`config.mk`:
```
export PLATFORM = sky130hd
export DESIGN_NAME = sim_uart_in_responder_flat
export DESIGN_NICKNAME = d
export VERILOG_FILES = /design/src/rtl/sim_uart_in_responder_pkg.sv /design/src/rtl/sim_uart_in_responder_if.sv /design/src/rtl/sim_uart_in_responder_fifo.sv /design/src/rtl/sim_uart_in_responder.sv /design/src/flat_wrapper.sv
export SDC_FILE = /design/constraint.sdc
export NUM_CORES = 1
export LEC_CHECK = 0
export CORE_MARGIN = 10
export CORE_UTILIZATION = 58
export DETAILED_ROUTE_END_ITERATION = 7
export HOLD_SLACK_MARGIN = 0.15
export PLACE_DENSITY = 0.76
export RECOVER_POWER = 50
export SYNTH_ARGS = -nofsm -noshare
export SYNTH_HDL_FRONTEND = slang
export SYNTH_SLANG_ARGS = --single-unit
```
`constraint.sdc`:
```
create_clock -name clock -period 3.9 [get_ports clock]
set_input_delay 0.975 -clock clock [delete_from_list [all_inputs] [get_ports clock]]
set_output_delay 0.975 -clock clock [all_outputs]
set_load 0.01 [all_outputs]
```
`src/rtl/sim_uart_in_responder_pkg.sv`:
```
// Shared UART simulation types and constants for the UART input responder
// and the UART output printer.
package sim_uart_pkg;

    typedef logic [7:0] uart_ch_t;

    localparam uart_ch_t UART_IDLE_CH = 8'hff;

endpackage

```
`src/rtl/sim_uart_in_responder_if.sv`:
```
// Host push channel and DUT getc channel of the UART input responder.
interface sim_uart_in_responder_if;
    import sim_uart_pkg::*;

    logic     push_valid;
    uart_ch_t push_ch;
    logic     push_ready;
    logic     io_uart_in_valid;
    uart_ch_t io_uart_in_ch;

    modport master (
        output push_valid,
        output push_ch,
        output io_uart_in_valid,
        input  push_ready,
        input  io_uart_in_ch
    );

    modport slave (
        input  push_valid,
        input  push_ch,
        input  io_uart_in_valid,
        output push_ready,
        output io_uart_in_ch
    );
endinterface

```
`src/rtl/sim_uart_in_responder_fifo.sv`:
```
// Synchronous character FIFO; the caller guarantees no push when full and
// no pop when empty. Level is a separate counter so full/empty are unambiguous.
module sim_uart_fifo
    import sim_uart_pkg::*;
#(
    parameter int unsigned DEPTH = 16
) (
    input  logic                   clock,
    input  logic                   reset,
    input  logic                   push,
    input  logic                   pop,
    input  uart_ch_t               din,
    output uart_ch_t               dout,
    output logic [$clog2(DEPTH):0] level
);
    localparam int unsigned AW = $clog2(DEPTH);

    uart_ch_t        mem_q [DEPTH];
    logic [AW-1:0]   head_q, head_d;
    logic [AW-1:0]   tail_q, tail_d;
    logic [AW:0]     level_q, level_d;

    always_comb begin
        head_d  = head_q;
        tail_d  = tail_q;
        level_d = level_q;
        if (push) tail_d = tail_q + AW'(1);
        if (pop)  head_d = head_q + AW'(1);
        case ({push, pop})
            2'b10:   level_d = level_q + (AW+1)'(1);
            2'b01:   level_d = level_q - (AW+1)'(1);
            default: level_d = level_q;
        endcase
    end

    always_ff @(posedge clock) begin
        if (reset) begin
            head_q  <= '0;
            tail_q  <= '0;
            level_q <= '0;
        end else begin
            head_q  <= head_d;
            tail_q  <= tail_d;
            level_q <= level_d;
        end
    end

    always_ff @(posedge clock) begin
        if (push) mem_q[tail_q] <= din;
    end

    assign dout  = mem_q[head_q];
    assign level = level_q;
endmodule

```
`src/rtl/sim_uart_in_responder.sv`:
```
// UART input responder: buffers host characters and answers DUT getc requests,
// returning the idle code when nothing is deliverable. SIM_UART_IN_ECHO_EN echoes pops.
module sim_uart_in_responder
    import sim_uart_pkg::*;
#(
    parameter int unsigned DEPTH = 16,
    parameter int unsigned GAP   = 0
) (
    input  logic                     clock,
    input  logic                     reset,
    sim_uart_in_responder_if.slave   bus,
    output logic [$clog2(DEPTH):0]   level,
    output logic [31:0]              delivered_cnt
);
    localparam int unsigned LW = $clog2(DEPTH) + 1;
    localparam int unsigned GW = (GAP > 0) ? $clog2(GAP + 1) : 1;

    logic [GW-1:0] gap_q, gap_d;
    logic [31:0]   dcnt_q, dcnt_d;
    uart_ch_t      head_ch;
    logic          avail;
    logic          push;
    logic          pop;

    sim_uart_fifo #(
        .DEPTH (DEPTH)
    ) u_fifo (
        .clock (clock),
        .reset (reset),
        .push  (push),
        .pop   (pop),
        .din   (bus.push_ch),
        .dout  (head_ch),
        .level (level)
    );

    // Readiness looks only at registered level, so a same-cycle pop never frees a slot.
    assign bus.push_ready   = (level != LW'(DEPTH));
    assign avail            = (level != '0) && (gap_q == '0);
    assign push             = bus.push_valid && bus.push_ready && !reset;
    assign pop              = bus.io_uart_in_valid && avail && !reset;
    assign bus.io_uart_in_ch = avail ? head_ch : UART_IDLE_CH;

    always_comb begin
        gap_d  = gap_q;
        dcnt_d = dcnt_q;
        if (pop) begin
            gap_d  = GW'(GAP);
            dcnt_d = dcnt_q + 32'd1;
        end else if (gap_q != '0) begin
            gap_d = gap_q - GW'(1);
        end
    end

    always_ff @(posedge clock) begin
        if (reset) begin
            gap_q  <= '0;
            dcnt_q <= '0;
        end else begin
            gap_q  <= gap_d;
            dcnt_q <= dcnt_d;
        end
    end

    assign delivered_cnt = dcnt_q;

`ifdef SIM_UART_IN_ECHO_EN
    always_ff @(posedge clock) begin
        if (pop) begin
            $write("%c", head_ch);
        end
    end
`else
`endif
endmodule

```
`src/flat_wrapper.sv`:
```
// flat-port wrapper written by rule: the top's interface ports become plain ports
module sim_uart_in_responder_flat import sim_uart_pkg::*;
#(
    parameter int unsigned DEPTH = 16,
    parameter int unsigned GAP   = 0
)
  (clock, reset, level, delivered_cnt, bus_push_valid, bus_push_ch, bus_io_uart_in_valid, bus_push_ready, bus_io_uart_in_ch);
  sim_uart_in_responder_if bus_i ();
  input  logic clock;
  input  logic reset;
  output logic [$clog2(DEPTH):0] level;
  output logic [31:0] delivered_cnt;
  input wire logic [$bits(bus_i.push_valid)-1:0] bus_push_valid;
  input wire logic [$bits(bus_i.push_ch)-1:0] bus_push_ch;
  input wire logic [$bits(bus_i.io_uart_in_valid)-1:0] bus_io_uart_in_valid;
  output wire logic [$bits(bus_i.push_ready)-1:0] bus_push_ready;
  output wire logic [$bits(bus_i.io_uart_in_ch)-1:0] bus_io_uart_in_ch;
  assign bus_i.push_valid = bus_push_valid;
  assign bus_i.push_ch = bus_push_ch;
  assign bus_i.io_uart_in_valid = bus_io_uart_in_valid;
  assign bus_push_ready = bus_i.push_ready;
  assign bus_io_uart_in_ch = bus_i.io_uart_in_ch;
  sim_uart_in_responder #(.DEPTH(DEPTH), .GAP(GAP)) u_core (.clock(clock), .reset(reset), .bus(bus_i), .level(level), .delivered_cnt(delivered_cnt));
endmodule
```
==> results of run 1 <==
==> power breakdown <==
| group | total, mW | internal [mW] | switching [mW] |
|---|---|---|---|
| Sequential | 2.05 | 2.04 | 0.0124 |
| Clock | 1.72 | 1.02 | 0.698 |
| Combinational | 0.157 | 0.0683 | 0.0888 |
==> worst max-delay path: cells and delay by family (launching register included) <==
kind | cells | cell delay [ns]
compound gates | 1 | 0.28
simple gates | 1 | 0.14
mux | 1 | 0.56
buf+inv | 2 | 0.77
flops | 1 | 0.34
==> registers in the layout (all words and copies together) (netlist names), named ones only <==
register,cells
u_core.u_fifo.mem_q,128
u_core.u_fifo.tail_q,4
u_core.u_fifo.level,5
u_core.delivered_cnt,32
u_core.u_fifo.head_q,4
u_core.gap_q,1
==> cells in the final DEF (no fill, tap or decap), types with 2 or more instances in the layout <==
cell / netlist / layout
edfxtp_1: 128 / 128
nor2_1: 58 / 58
dfxtp_1: 50 / 49
clkdlybuf4s50_1: 0 / 44
mux4_2: 32 / 32
nand2_1: 24 / 24
xnor2_1: 22 / 22
clkbuf_16: 0 / 19
buf_4: 1 / 19
nand3_1: 17 / 17
a22oi_1: 16 / 16
nor3_1: 16 / 16
a21oi_1: 15 / 15
dlygate4sd3_1: 0 / 12
inv_1: 11 / 11
xor2_1: 11 / 11
nand4_1: 9 / 9
ha_1: 9 / 9
clkbuf_1: 16 / 7
o21ai_0: 6 / 6
nor4_1: 5 / 5
or3_1: 5 / 5
nor2b_1: 4 / 4
o211ai_1: 3 / 4
and4_1: 4 / 4
and2_1: 3 / 3
nand2b_1: 3 / 3
nand3b_1: 3 / 3
clkinv_2: 0 / 3
nor3b_1: 1 / 2
and3_1: 2 / 2
or4_1: 2 / 2
inv_6: 0 / 2
inv_4: 0 / 2
bufinv_16: 0 / 2
==> per-stage QoR <==
step            util  hold WS [ns]  instance area (sq um)
2_1_floorplan      -         0.472                   7330
3_3_place_gp   0.654         0.460                   8190
3_5_place_dp   0.654         0.464                   8190
4_1_cts        0.702         0.476                   8790
5_1_grt        0.699         0.500                   8750
6_report       0.699         0.471                   8750
==> cells by family after synthesis <==
kind of cell / Yosys count / synth area share
other: 1 / 0.000511
XOR/XNOR: 33 / 0.0394
multiplexers: 33 / 0.0997
adder cells (fa/ha/maj): 9 / 0.0154
AND/OR/NAND/NOR: 165 / 0.117
buffers and inverters: 39 / 0.0229
flip-flops: 178 / 0.661
AO/OA/AOI/OAI: 48 / 0.0442
==> area by class of cell <==
cell class,instances,area (sq um)
multi-input combinational,289,2290
timing repair buffer,82,747
sequential,178,4850
clock buffer,21,483
inverter,11,41.3
clock inverter,11,121
tap,172,215
fill,901,3770
==> metal layers <==
layer / routed length [um] / vias to the layer above / track usage
met4: 353 / 0 / 0.0709
met3: 1190 / 29 / 0.0643
met5: 0 / - / 0
li1: - / 2065 / -
met1: 6160 / 2227 / 0.216
met2: 7890 / 176 / 0.302
==> path summary, 6_finish.rpt <==
kind	startpoint	endpoint	depth (start not counted)	slack (ns)
max	register	bus_io_uart_in_ch[3]	5	0.40
min	u_core.delivered_cnt[31]$_SDFFE_PP0P_	u_core.delivered_cnt[31]$_SDFFE_PP0P_	2	0.47
max reg2reg	u_core.u_fifo.level[1]$_SDFFE_PP0P_	u_core.u_fifo.level[4]$_SDFFE_PP0P_	11	1.07
min reg2reg	u_core.delivered_cnt[31]$_SDFFE_PP0P_	u_core.delivered_cnt[31]$_SDFFE_PP0P_	2	0.47
==> results.py, run 1 <==
metrics = {
    "status": {
        "status": "finished, final reports clean",
    },
    "synth": {
        "syn_area_per_cell_sq_um": 14.5,
        "syn_inst": 506,
        "synth-seq-cells": 178,
        "yosysWarnings": 0,
        "yosys-top-cells-area": "edfxtp_1 52%, dfxtp_1 14%, mux4_2 9.8%, nor2_1 3.0%, xnor2_1 2.6%",
        "synth_cell_types": 50,
        "synth_common_cells": "128 x edfxtp_1, 58 x nor2_1, 50 x dfxtp_1",
        "ys.flop_type": "edfxtp_1",
        "yosysTopAreaCell": "edfxtp_1",
        "syn-num-nets": 527,
        "synth-edff-count": 128,
        "yosysSeqAreaShare": 0.661,
        "synthMostInstantiatedCell": "edfxtp_1",
        "synth_top_area_share": 0.524,
        "synth-async-reset-ratio": 0,
        "syn-cell-area_sq_um": 7330,
    },
    "cells_and_area": {
        "fin_cells": 764,
        "diodes": 0,
        "area_delta_synth_final_pct": 19.3,
        "final_layout_size_suffix_gt1_frac": 0.152,
        "num-nets-final": 600,
    },
    "place": {
        "hpwl_mm": 10.2,
        "dpl_worst_slack_ns": 0.418,
        "place_inst": 732,
        "port-buffer-count": 57,
        "place.gp.congestion": 0.803,
    },
    "routing": {
        "vias_per_cell": 5.89,
        "drt-total-wl_mm": 15.6,
        "dr.pass1.iters": 5,
        "routed-via-count": 4497,
        "post-route-drc-count": 0,
        "ant_nets": 0,
        "first_iter_violations": 370,
        "wire_per_inst_um": 20.4,
    },
    "power": {
        "power.density_nw_per_um2": 449,
        "leakagePower_nw": 2.84,
        "peakVddDrop_mv": 0.311,
        "totalPowerFinal_mw": 3.93,
    },
    "timing": {
        "max_slew_margin": 0.194,
        "tns_ns": 0,
        "skew_ns": 0.00726,
        "finalMaxSlewViolations": 0,
        "fmax_mhz": 286,
        "tightest_slew_ns": 1.20,
        "min_period_ns": 3.50,
        "rsz0062_at_grt": "no",
        "final_hold_viol_count": 0,
        "fin_crit_sh": 0.897,
        "setup_viol": 0,
        "layout_setup_ws_ns": 0.403,
    },
    "floorplan": {
        "start_util": 0.586,
        "core_area_sq_um": 12500,
        "dieWidth_um": 132,
        "pin_count": 58,
        "die_height_um": 132,
        "die_area_sq_um": 17500,
        "rows": 41,
    },
    "clock_network": {
        "clk_latency_ns": 0.42,
        "cts_num_sinks": 178,
        "h-tree-depth": 4,
        "cts_resized": 0,
        "clock-root-buffer": "clkbuf_16",
        "cts.path.max_buffers": 2,
        "hold_buffers": 0,
        "numCtsBuffers": 17,
        "cts_setup_buffers": 0,
        "path_clk_slew_ns": 0.06,
        "cts_tree": "yes",
    },
    "grt": {
        "grt_pass1_vias": 4664,
        "antenna_found_initial": 0,
        "grt_overflow": 0,
        "grt_max_degree": 46,
        "grt_pass1_wl_mm": 25.3,
        "grtUsageTotal": 0.183,
    },
    "setup_path": {
        "end_kind": "primary output",
        "cp_slowest_cell": "mux4_2",
        "worstPathMaxFanout": 32,
        "critPathKind": "reg -> out",
        "worstPathArrival_ns": 2.52,
        "path_cells": "buf_12 -> mux4_2 -> a22oi_1 -> nand3_1 -> clkdlybuf4s50_1",
        "cp-start-kind": "register",
        "worstPathRequired_ns": 2.92,
        "slowest_delay_ns": 0.56,
    },
    "hold_path": {
        "min_path_type": "reg -> reg",
    },
    "job": {
        "drv_cap": 0,
    },
}
(Power assumes the default switching activity.)
==> inputs of run 2 (changes only) <==
- clock period: 3.9 -> 3.5 ns (I/O delays scaled with it)
==> run 2 against run 1 <==
Against the previous run: clock skew shrank 0.0011 ns; clock-buffer cell count shrank 3; critical path depth is the same; via count shrank 1.3%; total power grew 13%; sequential cell count is the same; clock power grew 14%; combinational power grew 11%.
==> results.py, run 2 (same netlist as run 1, synthesis figures left out) <==
metrics = {
    "cells_and_area": {
        "fin_area_sq_um": 8800,
        "final_cell_mix": "128 x edfxtp_1, 58 x nor2_1, 48 x dfxtp_1",
        "final_layout_size_suffix_gt1_frac": 0.160,
        "diodes": 0,
        "fin_cells": 765,
        "layout_commonest_cell": "edfxtp_1",
        "num-nets-final": 601,
        "largest_register_ffs": 128,
        "top_register": "u_core.u_fifo.mem_q",
        "area_delta_synth_final_pct": 20.1,
        "regArea_sq_um": 4850,
        "fillers": 891,
        "multi_input_area_sq_um": 2310,
        "final_util": 0.703,
    },
    "timing": {
        "fmax_mhz": 296,
        "tightest_slew_ns": 1.26,
        "fin_crit_sh": 0.964,
        "skew_ns": 0.00612,
        "finalMaxSlewViolations": 0,
        "layout_setup_ws_ns": 0.125,
        "min_period_ns": 3.38,
        "final_hold_viol_count": 0,
        "max_slew_margin": 0.154,
        "rsz0062_at_grt": "no",
        "setup_viol": 0,
        "tns_ns": 0,
    },
    "routing": {
        "wire_per_inst_um": 20.2,
        "post-route-drc-count": 0,
        "vias_per_cell": 5.80,
        "dr.pass1.iters": 5,
        "routed-via-count": 4438,
        "first_iter_violations": 310,
        "ant_nets": 0,
        "drt-total-wl_mm": 15.4,
    },
    "place": {
        "placed_cell_area_sq_um": 8210,
        "dpl_worst_slack_ns": 0.0685,
        "port-buffer-count": 57,
        "hpwl_mm": 10.2,
        "place_inst": 733,
        "place.gp.congestion": 0.803,
    },
    "setup_path": {
        "critPathKind": "reg -> out",
        "path_cells": "buf_12 -> mux4_2 -> a22oi_1 -> nand3_1 -> clkdlybuf4s50_1",
        "reg2reg_depth": 11,
        "slowest_delay_ns": 0.56,
        "worstPathMaxFanout": 32,
        "cp-start-kind": "register",
        "end_kind": "primary output",
        "r2r-end": "u_core.u_fifo.level[4]$_SDFFE_PP0P_",
        "worstPathArrival_ns": 2.50,
        "cp_slowest_cell": "mux4_2",
        "path_delay_family": "buffers and inverters",
        "path_buf_inv": 2,
        "worstPathRequired_ns": 2.62,
        "reg2reg_setup_slack_ns": 0.59,
        "path_depth": 5,
        "rr_startpoint": "u_core.u_fifo.level[1]$_SDFFE_PP0P_",
    },
    "power": {
        "leakagePower_nw": 2.89,
        "peakVddDrop_mv": 0.356,
        "power.density_nw_per_um2": 503,
    },
    "grt": {
        "grt_pass1_wl_mm": 25.2,
        "grt_max_degree": 37,
        "grtUsageTotal": 0.183,
        "grt_overflow": 0,
        "antenna_found_initial": 0,
        "grt_pass1_vias": 4681,
    },
    "floorplan": {
        "dieWidth_um": 132,
        "pin_count": 58,
        "core_area_sq_um": 12500,
        "die_height_um": 132,
        "start_util": 0.586,
        "rows": 41,
        "die_area_sq_um": 17500,
    },
    "clock_network": {
        "hold_buffers": 0,
        "cts.path.max_buffers": 2,
        "cts_num_sinks": 178,
        "cts_tree": "yes",
        "clk_latency_ns": 0.43,
        "path_clk_slew_ns": 0.06,
        "h-tree-depth": 4,
        "clock-root-buffer": "clkbuf_16",
        "numCtsBuffers": 17,
    },
    "hold_path": {
        "min_path_type": "reg -> reg",
        "hp-start": "u_core.delivered_cnt[31]$_SDFFE_PP0P_",
        "min_to": "u_core.delivered_cnt[31]$_SDFFE_PP0P_",
        "min_path_cells": 2,
    },
    "job": {
        "drv_cap": 0,
    },
    "status": {
        "status": "finished, final reports clean",
    },
}
run 2: through the flow:
stage / hold WS (ns) / power [mW]
2_1_floorplan: 0.472 / 2.43
3_3_place_gp: 0.457 / 2.51
3_5_place_dp: 0.466 / 2.51
4_1_cts: 0.478 / 4.46
5_1_grt: 0.495 / 4.56
6_report: 0.471 / 4.43
run 2: routing by layer:
layer / global-route usage / wire length (um)
met1: 0.218 / 6310
met2: 0.305 / 7790
met4: 0.0727 / 317
met3: 0.0568 / 1020
met5: 0 / 0
run 2: repair_timing:
action                                  4_1_cts  5_1_grt
buffers inserted                              0        0
endpoints found under the setup margin        0        2
gates resized for setup                       0        1
run 2: how the worst max path moves through the flow:
stage                                                      to
after floorplan           u_core.u_fifo.level[4]$_SDFFE_PP0P_
after global placement    u_core.u_fifo.level[4]$_SDFFE_PP0P_
after detailed placement  u_core.u_fifo.level[4]$_SDFFE_PP0P_
after CTS                                bus_io_uart_in_ch[4]
after global routing                     bus_io_uart_in_ch[2]
final                                    bus_io_uart_in_ch[7]
run 2: report_power, final:
group | internal, mW | switching [mW] | total, mW
Clock | 1.19 | 0.775 | 1.96
Combinational | 0.0776 | 0.0978 | 0.175
Sequential | 2.27 | 0.0139 | 2.29
Total | 3.54 | 0.887 | 4.43
run 2: cell type report:
cell class / instances / area share
sequential: 178 / 0.551
multi-input combinational: 289 / 0.262
timing repair buffer: 83 / 0.0884
clock buffer: 18 / 0.0487
tap: 172 / 0.0244
clock inverter: 14 / 0.0212
inverter: 11 / 0.00469
run 2: worst reg2reg max path, stage by stage (launching register included):
cell and delay, ns:
dfxtp_1 0.41, or4_4 0.59, o21ai_2 0.27, inv_1 0.11
ha_1 0.26, xor2_1 0.16, ha_1 0.28, nor2_1 0.07
a211o_1 0.28, a21oi_1 0.18, xnor2_1 0.14, nor2_1 0.05
==> inputs of run 3 (changes only) <==
- PLACE_DENSITY: 0.76 -> 0.79
==> run 3 against run 2 <==
Against the previous run: clock skew rose by 0.0013 ns; clock-buffer cell count rose by 3; worst hold slack gained 0.0041 ns; worst setup slack lost 0.027 ns; sequential share of layout area is essentially flat; cell count rose by 0.26%; sequential cell count stayed put; clock power down 3%; critical path type unchanged; largest cell class unchanged.
==> results.py, run 3 (same netlist as run 1, synthesis figures left out) <==
metrics = {
    "hold_path": {
        "min_path_type": "reg -> reg",
        "min_path_cells": 2,
        "min_to": "u_core.delivered_cnt[31]$_SDFFE_PP0P_",
        "hp-start": "u_core.delivered_cnt[31]$_SDFFE_PP0P_",
    },
    "routing": {
        "ant_nets": 0,
        "dr.pass1.iters": 8,
        "wire_per_inst_um": 21.2,
        "post-route-drc-count": 0,
        "routed-via-count": 4541,
        "drt-total-wl_mm": 16.2,
        "vias_per_cell": 5.92,
        "first_iter_violations": 383,
    },
    "setup_path": {
        "path_cells": "buf_12 -> mux4_2 -> a22oi_1 -> nand3_1 -> clkdlybuf4s50_1",
        "worstPathMaxFanout": 10,
        "reg2reg_depth": 11,
        "cp-start-kind": "register",
        "reg2reg_setup_slack_ns": 0.56,
        "rr_startpoint": "u_core.u_fifo.level[1]$_SDFFE_PP0P_",
        "r2r-end": "u_core.u_fifo.level[4]$_SDFFE_PP0P_",
        "slowest_delay_ns": 0.53,
        "worstPathRequired_ns": 2.62,
        "critPathKind": "reg -> out",
        "worstPathArrival_ns": 2.53,
        "end_kind": "primary output",
        "cp_slowest_cell": "mux4_2",
    },
    "grt": {
        "met3_usage": 0.0496,
        "grt_pass1_wl_mm": 25.5,
        "grtUsageTotal": 0.184,
        "met1_usage": 0.219,
        "grt_overflow": 0,
        "grt_max_degree": 33,
        "busiest_layer": "met2",
        "antenna_found_initial": 0,
        "grt_pass1_vias": 4599,
        "grt_util_met2": 0.311,
    },
    "clock_network": {
        "clk_latency_ns": 0.43,
        "clock-root-buffer": "clkbuf_16",
        "path_clk_slew_ns": 0.07,
        "hold_buffers": 0,
        "cts_tree": "yes",
        "cts_num_sinks": 178,
        "h-tree-depth": 4,
        "cts.path.max_buffers": 2,
        "numCtsBuffers": 17,
    },
    "timing": {
        "whs_ns": 0.475,
        "fin_crit_sh": 0.972,
        "final_hold_viol_count": 0,
        "min_period_ns": 3.40,
        "skew_ns": 0.00745,
        "fmax_mhz": 294,
        "setup_viol": 0,
        "tns_ns": 0,
        "finalMaxSlewViolations": 0,
        "rsz0062_at_grt": "no",
        "max_slew_margin": 0.186,
        "tightest_slew_ns": 1.22,
    },
    "place": {
        "port-buffer-count": 57,
        "place.gp.congestion": 0.815,
        "hpwl_mm": 10.6,
    },
    "cells_and_area": {
        "regArea_sq_um": 4850,
        "final_cell_mix": "128 x edfxtp_1, 58 x nor2_1, 49 x dfxtp_1",
        "area_delta_synth_final_pct": 20.0,
        "largest_register_ffs": 128,
        "top_register": "u_core.u_fifo.mem_q",
        "diodes": 0,
        "fillers": 858,
        "final_layout_size_suffix_gt1_frac": 0.155,
        "num-nets-final": 603,
        "layout_commonest_cell": "edfxtp_1",
        "multi_input_area_sq_um": 2290,
    },
    "floorplan": {
        "rows": 41,
        "pin_count": 58,
        "core_area_sq_um": 12500,
        "start_util": 0.586,
        "die_area_sq_um": 17500,
        "dieWidth_um": 132,
        "die_height_um": 132,
    },
    "status": {
        "status": "finished, final reports clean",
    },
    "job": {
        "drv_cap": 0,
    },
    "power": {
        "leakagePower_nw": 2.85,
        "power.density_nw_per_um2": 498,
        "peakVddDrop_mv": 0.452,
    },
}
-- run 3: changes by cell type in the layout (fill, tap and decap cells not counted), moves of 2 or more --
cell	change
buf_4	-3
bufinv_16	-2
clkbuf_1	+4
clkbuf_16	+2
clkdlybuf4s50_1	+11
clkinvlp_4	-2
dfxtp_2	-2
dlygate4sd3_1	-11
-- run 3: worst max path at each step --
stage                               from                                  end  slack, ns
detailed placement  bus_io_uart_in_valid  u_core.u_fifo.level[4]$_SDFFE_PP0P_       0.13
CTS                             register                 bus_io_uart_in_ch[7]      0.005
global placement    bus_io_uart_in_valid  u_core.u_fifo.level[4]$_SDFFE_PP0P_       0.25
global route                    register                 bus_io_uart_in_ch[7]       0.02
floorplan                          reset  u_core.u_fifo.level[4]$_SDFFE_PP0P_       0.28
finish                          register                 bus_io_uart_in_ch[3]        0.1
-- run 3: what timing repair did --
item	4_1_cts	5_1_grt
setup buffers	0	0
endpoints found under the setup margin	0	5
gates resized for setup	0	2
-- run 3: where the power goes --
| group | switching [mW] | internal (mW) |
|---|---|---|
| clock network | 0.796 | 1.12 |
| logic | 0.0988 | 0.0794 |
| registers | 0.0162 | 2.27 |
| total | 0.911 | 3.47 |
-- run 3: per-stage QoR --
| step | utilization | power [mW] | std cells | worst slack [ns] | instance area (sq um) |
|---|---|---|---|---|---|
| 3_5_place_dp | 0.656 | 2.52 | 734 | 0.129 | 8220 |
| 5_1_grt | 0.703 | 4.49 | 767 | 0.0158 | 8800 |
| 2_1_floorplan | - | 2.43 | 506 | 0.278 | 7330 |
| 3_3_place_gp | 0.656 | 2.51 | 734 | 0.252 | 8220 |
| 6_report | 0.703 | 4.38 | 767 | 0.0979 | 8800 |
| 4_1_cts | 0.704 | 4.39 | 766 | 0.00455 | 8810 |
-- run 3: metal layers --
layer	part of all wire	wire [um]	vias to the layer above
li1	-	-	2063
met3	0.068	1100	34
met5	0	0	-
met2	0.51	8320	185
met1	0.40	6470	2259
met4	0.021	340	0
-- run 3: critical path, delay by kind of cell (launching register included) --
kind / cells / cell delay (ns)
AO/OA/AOI/OAI: 1 / 0.33
flip-flops: 1 / 0.45
buffers and inverters: 2 / 0.68
AND/OR/NAND/NOR: 1 / 0.11
multiplexers: 1 / 0.53
-- run 3: cell type report --
| class | count | area share |
|---|---|---|
| clock buffers | 21 | 0.0536 |
| clock inverters | 11 | 0.0144 |
| inverters | 11 | 0.00469 |
| multi-input cells | 289 | 0.261 |
| flip-flops and latches | 178 | 0.551 |
| well taps | 172 | 0.0245 |
| repair buffers | 85 | 0.0913 |
